**src/rtl/router_pkg.sv**
```systemverilog
// Shared router types: FSM state encoding and wait-timer defaults.
package router_pkg;

    typedef enum logic [3:0] {
        DECODE_ADDRESS     = 4'd0,
        LOAD_FIRST_DATA    = 4'd1,
        LOAD_DATA          = 4'd2,
        LOAD_PARITY        = 4'd3,
        FIFO_FULL_STATE    = 4'd4,
        LOAD_AFTER_FULL    = 4'd5,
        WAIT_TILL_EMPTY    = 4'd6,
        CHECK_PARITY_ERROR = 4'd7,
        DROP_PACKET        = 4'd8
    } router_state_t;

    localparam int WAIT_MAX_DEFAULT = 255;
    localparam int WAIT_CNT_W       = 16;

endpackage

```
**src/rtl/router_wait_timer.sv**
```systemverilog
// Saturating wait counter; done flags the cycle whose increment reaches MAX.
module router_wait_timer
    import router_pkg::*;
#(
    parameter int MAX = WAIT_MAX_DEFAULT
) (
    input  logic clock,
    input  logic resetn,
    input  logic clear,
    input  logic enable,
    output logic done
);

    logic [WAIT_CNT_W-1:0] count;

    always_ff @(posedge clock) begin
        if (!resetn) begin
            count <= '0;
        end else if (clear) begin
            count <= '0;
        end else if (enable && int'(count) < MAX) begin
            count <= count + 1'b1;
        end
    end

    assign done = (int'(count) + 1) >= MAX;

endmodule

```
**src/rtl/router_fsm_param.sv**
```systemverilog
// Router control FSM: header decode, load sequencing, wait timeout, drop.
module router_fsm_param
    import router_pkg::*;
#(
    parameter int NUM_PORTS = 3,
    parameter int ADDR_W    = $clog2(NUM_PORTS),
    parameter int WAIT_MAX  = WAIT_MAX_DEFAULT
) (
    input  logic                 clock,
    input  logic                 resetn,
    input  logic                 pkt_valid,
    input  logic [ADDR_W-1:0]    data_in,
    input  logic [NUM_PORTS-1:0] fifo_empty,
    input  logic                 fifo_full,
    input  logic [NUM_PORTS-1:0] soft_reset,
    input  logic                 parity_done,
    input  logic                 low_pkt_valid,
    output logic                 detect_add,
    output logic                 lfd_state,
    output logic                 ld_state,
    output logic                 laf_state,
    output logic                 full_state,
    output logic                 rst_int_reg,
    output logic                 write_enb_reg,
    output logic                 busy,
    output logic                 drop_state,
    output logic                 timeout_err,
    output logic [NUM_PORTS-1:0] dest_sel
);

    router_state_t         state;
    router_state_t         next_state;
    logic [ADDR_W-1:0]     addr_q;
    logic [ADDR_W-1:0]     addr_n;
    logic [NUM_PORTS-1:0]  dest_n;
    logic                  in_ok;
    logic                  reg_ok;
    logic                  soft_hit;
    logic                  reg_empty;
    logic                  wait_done;
    logic                  wait_clr;
    logic                  wait_en;
    logic                  tmo_n;

    router_wait_timer #(
        .MAX (WAIT_MAX)
    ) u_wait_timer (
        .clock  (clock),
        .resetn (resetn),
        .clear  (wait_clr),
        .enable (wait_en),
        .done   (wait_done)
    );

    always_comb begin
        in_ok     = int'(data_in) < NUM_PORTS;
        reg_ok    = int'(addr_q) < NUM_PORTS;
        soft_hit  = reg_ok && soft_reset[addr_q];
        reg_empty = reg_ok && fifo_empty[addr_q];
        addr_n    = (state == DECODE_ADDRESS) ? data_in : addr_q;

        next_state = DECODE_ADDRESS;
        tmo_n      = 1'b0;
        unique case (state)
            DECODE_ADDRESS: begin
                if (!pkt_valid)
                    next_state = DECODE_ADDRESS;
                else if (!in_ok)
                    next_state = DROP_PACKET;
                else if (fifo_empty[data_in])
                    next_state = LOAD_FIRST_DATA;
                else
                    next_state = WAIT_TILL_EMPTY;
            end
            LOAD_FIRST_DATA: next_state = LOAD_DATA;
            LOAD_DATA: begin
                if (fifo_full)
                    next_state = FIFO_FULL_STATE;
                else if (!pkt_valid)
                    next_state = LOAD_PARITY;
                else
                    next_state = LOAD_DATA;
            end
            LOAD_PARITY: next_state = CHECK_PARITY_ERROR;
            CHECK_PARITY_ERROR: begin
                next_state = fifo_full ? FIFO_FULL_STATE : DECODE_ADDRESS;
            end
            FIFO_FULL_STATE: begin
                next_state = fifo_full ? FIFO_FULL_STATE : LOAD_AFTER_FULL;
            end
            LOAD_AFTER_FULL: begin
                if (parity_done)
                    next_state = DECODE_ADDRESS;
                else if (low_pkt_valid)
                    next_state = LOAD_PARITY;
                else
                    next_state = LOAD_DATA;
            end
            WAIT_TILL_EMPTY: begin
                if (reg_empty) begin
                    next_state = LOAD_FIRST_DATA;
                end else if (wait_done) begin
                    next_state = DROP_PACKET;
                    tmo_n      = 1'b1;
                end else begin
                    next_state = WAIT_TILL_EMPTY;
                end
            end
            DROP_PACKET: begin
                next_state = pkt_valid ? DROP_PACKET : DECODE_ADDRESS;
            end
            default: next_state = DECODE_ADDRESS;
        endcase

        // Soft reset of the latched port aborts whatever the packet was doing
        if (soft_hit) begin
            next_state = DECODE_ADDRESS;
            tmo_n      = 1'b0;
        end

        wait_clr = (next_state == WAIT_TILL_EMPTY) &&
                   (state != WAIT_TILL_EMPTY);
        wait_en  = (state == WAIT_TILL_EMPTY) && !reg_empty;

        dest_n = '0;
        if (int'(addr_n) < NUM_PORTS &&
            next_state != DECODE_ADDRESS &&
            next_state != DROP_PACKET)
            dest_n[addr_n] = 1'b1;
    end

    // Outputs registered from next_state so they track the present state
    always_ff @(posedge clock) begin
        if (!resetn) begin
            state         <= DECODE_ADDRESS;
            addr_q        <= '0;
            detect_add    <= 1'b1;
            lfd_state     <= 1'b0;
            ld_state      <= 1'b0;
            laf_state     <= 1'b0;
            full_state    <= 1'b0;
            rst_int_reg   <= 1'b0;
            write_enb_reg <= 1'b0;
            busy          <= 1'b0;
            drop_state    <= 1'b0;
            timeout_err   <= 1'b0;
            dest_sel      <= '0;
        end else begin
            state         <= next_state;
            addr_q        <= addr_n;
            detect_add    <= next_state == DECODE_ADDRESS;
            lfd_state     <= next_state == LOAD_FIRST_DATA;
            ld_state      <= next_state == LOAD_DATA;
            laf_state     <= next_state == LOAD_AFTER_FULL;
            full_state    <= next_state == FIFO_FULL_STATE;
            rst_int_reg   <= next_state == CHECK_PARITY_ERROR;
            write_enb_reg <= next_state == LOAD_DATA ||
                             next_state == LOAD_AFTER_FULL ||
                             next_state == LOAD_PARITY;
            busy          <= !(next_state == DECODE_ADDRESS ||
                               next_state == LOAD_DATA ||
                               next_state == DROP_PACKET);
            drop_state    <= next_state == DROP_PACKET;
            timeout_err   <= tmo_n;
            dest_sel      <= dest_n;
        end
    end

endmodule

```
**config.mk**
```make
export PLATFORM = sky130hd
export DESIGN_NAME = router_fsm_param
export DESIGN_NICKNAME = d
export VERILOG_FILES = /design/src/rtl/router_pkg.sv /design/src/rtl/router_wait_timer.sv /design/src/rtl/router_fsm_param.sv
export SDC_FILE = /design/constraint.sdc
export NUM_CORES = 1
export LEC_CHECK = 0
export BUFFER_PORTS_ARGS = -buffer_cell sky130_fd_sc_hd__buf_2
export CAP_MARGIN = 10
export CORE_MARGIN = 1
export CORE_UTILIZATION = 60
export DETAILED_ROUTE_END_ITERATION = 7
export PLACE_DENSITY = 0.94
export SYNTH_ARGS = -nofsm -noshare
export SYNTH_HDL_FRONTEND = slang
export SYNTH_SLANG_ARGS = --single-unit
```
**constraint.sdc**
```tcl
create_clock -name clock -period 6.25 [get_ports clock]
set_clock_uncertainty 0.2 [all_clocks]
set_input_delay 0.9375 -clock clock [delete_from_list [all_inputs] [get_ports clock]]
set_output_delay 0.9375 -clock clock [all_outputs]
set_load 0.02 [all_outputs]
```
==> results.yml <==
run_status:
  run_status: "complete, no violations"
final_layout:
  largest_reg_flops: 16
  num_antenna_cells: 0
  area.sequential_um2: 701
  drive_above_1_share_pct: 18.4
  largest_register: "u_wait_timer.count"
  multiInputGateArea_mm2: 0.00103
  fillers: 229
  nNetsFinal: 250
  syn_to_final_growth_pct: 11.8
  top_regs: "u_wait_timer.count x16, state x4, dest_sel x3"
yosys:
  synthDominantCellAreaShare_pct: 39.5
  mappedNetlistArea_mm2: 0.00177
  synth_area_per_cell_um2: 8.65
  synth-seq-cells: 35
  synth_async_sr_flop_share_pct: 0
  synth.top_cells.by_area: "sky130_fd_sc_hd__dfxtp_1, sky130_fd_sc_hd__nor2_1, sky130_fd_sc_hd__mux2i_1, sky130_fd_sc_hd__nor3_1, sky130_fd_sc_hd__and2_1"
  most_common_cell_in_the_netlist: "sky130_fd_sc_hd__dfxtp_1"
  count_of_flip_flops_with_a_built_in_enable_after_synthesis: 0
  syn-num-nets: 221
  synth_top_cells_by_count: "sky130_fd_sc_hd__dfxtp_1, sky130_fd_sc_hd__nor2_1, sky130_fd_sc_hd__nor3_1, sky130_fd_sc_hd__and2_1, sky130_fd_sc_hd__nand2_1"
  netlist-cell-type-count: 50
  yosysWarningCount: 0
  synthesis.instances: 205
  synth_seq_area_share_pct: 39.5
  synth_flop_cell: "sky130_fd_sc_hd__dfxtp_1"
  netlist.top_cell.by_area: "sky130_fd_sc_hd__dfxtp_1"
floorplan:
  initial_utilization_pct: 63.7
  coreArea_mm2: 0.00278
  die_x_um: 56.4
  die_area_mm2: 0.00318
  core.rowCount: 19
  die_y_um: 56.4
  io-pin-count: 27
placed_design:
  place_congestion: 0.880
  place_worst_setup_slack_ns: 3.27
  dp_hpwl_mm: 2.60
  port_buffers: 26
timing:
  final_critical_path_setup_slack_ns: 3.42
  setup_tns_ns: 0
  maxClockFrequency_mhz: 353
  setup_viol: 0
  slew-limit-headroom_pct: 45.1
  rsz0062_at_grt: "false"
  finalCriticalPeriod_ns: 2.83
  hold_violations: 0
  finalCritPeriodShare_pct: 45.3
  timing_worst_slew_pin_value_ns: 0.817
  report.final.slew_viol_count: 0
route:
  drt-pass1-iter-count: 4
  detail_route.wirelength_mm: 3.47
  post_route_drc: 0
  routedWlPerCell_um: 13.1
  route.vias.total: 1560
  detailedRoute.firstIterationViolations: 84
  vias_per_cell: 5.89
  drtAntennaViolNets: 0
worst_setup_path:
  timing.critical_path.slowest_cell_delay_ns: 0.54
  setup.worst_path.class: "reg -> reg"
  worst_ep_arrival_time_ns: 2.86
  critPathMaxFanout: 5
  worst_path_max_delay_cell: "sky130_fd_sc_hd__or4_4"
  critPathRequiredTime_ns: 6.27
  critical_path_sink_type: "flip-flop"
  path_delay_family: "simple AND/OR/NAND/NOR gates"
  crit_chain: "ha_1, nand3_2, nor3_1, nand3_1, a2bb2o_2, or4_4, a41o_1, nor2b_4"
  crit_path_start_kind: "flip-flop"
  path_buf_inv: 0
clock_network:
  cts_hold_buffers: 0
  clock_tree.htree_level_count: 2
  postCtsSetupBuffers: 0
  clk_latency_ns: 0.33
  clockBufferDepth: 2
  clk_transition_reported_paths_ns: 0.10
  cts-resized-gates: 0
  tritoncts: "done"
  clock_sinks: 35
  cts-buffers-inserted: 5
  ctsRootBufferMaster: "sky130_fd_sc_hd__clkbuf_4"
grt:
  globalRouteTotalUtil_pct: 23.3
  first_global_vias: 1371
  grt.overflow.total: 0
  grt_max_degree: 13
  number_of_antenna_violations_at_the_first_check_in_global_routing: 0
  grt_pass1_wl_mm: 5.76
hold_path:
  worstHoldPathType: "reg -> reg"
pwr:
  finalPower_w: 0.000429
  static_leakage_nw: 0.811
  power_density_mw_per_mm2: 217
  vdd_drop_max_v: 0.000175
run:
  drv_cap: 0
==> logic make-up (layout without fill, tap and decap cells) <==
family	after synthesis	count (layout)	synth area share, %
buf+inv	11	40	2.40
fa+ha+maj	3	3	1.98
simple gates	105	105	34.2
xor+xnor	12	12	5.93
flops	35	35	39.5
mux	7	7	3.95
compound gates	32	32	12.1
==> cell type report <==
type | count | share of cell area, %
flip-flops and latches | 35 | 35.4
well taps | 31 | 1.96
clock buffers | 6 | 2.59
inverters | 7 | 1.33
multi-input cells | 159 | 52.0
repair buffers | 26 | 6.57
clock inverters | 1 | 0.253
==> final timing paths <==
path,start,endpoint,slack [ns],cells after the start
worst min-delay path,u_wait_timer.count[15],u_wait_timer.count[15],0.34,1
worst max-delay path,u_wait_timer.count[1],detect_add,3.42,8
worst min register to register,u_wait_timer.count[15],u_wait_timer.count[15],0.34,1
worst max register to register,u_wait_timer.count[1],detect_add,3.42,8
==> per-stage QoR <==
step,util [%],hold WS [ns],cells,instance area [um^2]
finish,71.3,0.335,265,1980
global route,71.3,0.362,265,1980
CTS,71.3,0.337,265,1980
detailed placement,69.2,0.316,258,1930
global placement,69.2,0.320,258,1930
floorplan,-,0.298,205,1770
==> cells in the final DEF, fill, tap and decap left out, types with 4 or more instances in the layout <==
master	n
sky130_fd_sc_hd__a21oi_1	8
sky130_fd_sc_hd__a31oi_1	4
sky130_fd_sc_hd__and2_1	9
sky130_fd_sc_hd__buf_2	26
sky130_fd_sc_hd__clkbuf_4	5
sky130_fd_sc_hd__dfxtp_1	35
sky130_fd_sc_hd__inv_1	7
sky130_fd_sc_hd__mux2i_1	7
sky130_fd_sc_hd__nand2_1	9
sky130_fd_sc_hd__nand3_1	8
sky130_fd_sc_hd__nand4_1	6
sky130_fd_sc_hd__nor2_1	31
sky130_fd_sc_hd__nor3_1	12
sky130_fd_sc_hd__o21ai_0	5
sky130_fd_sc_hd__xnor2_1	6
sky130_fd_sc_hd__xor2_1	6
==> report_power, final <==
group / total, W / switching (W) / internal, W
sequential: 0.000237 / 0.00000677 / 0.000230
combinational: 0.0000711 / 0.0000440 / 0.0000271
clock: 0.000121 / 0.0000690 / 0.0000521
total: 0.000429 / 0.000120 / 0.000310
==> metal layers <==
metal	global-route usage (%)	share of wire [%]
met5	0	0
met4	11.8	2.3
met3	6.45	4.9
met2	38.4	47
met1	27.8	45
(Power assumes the default switching activity.)
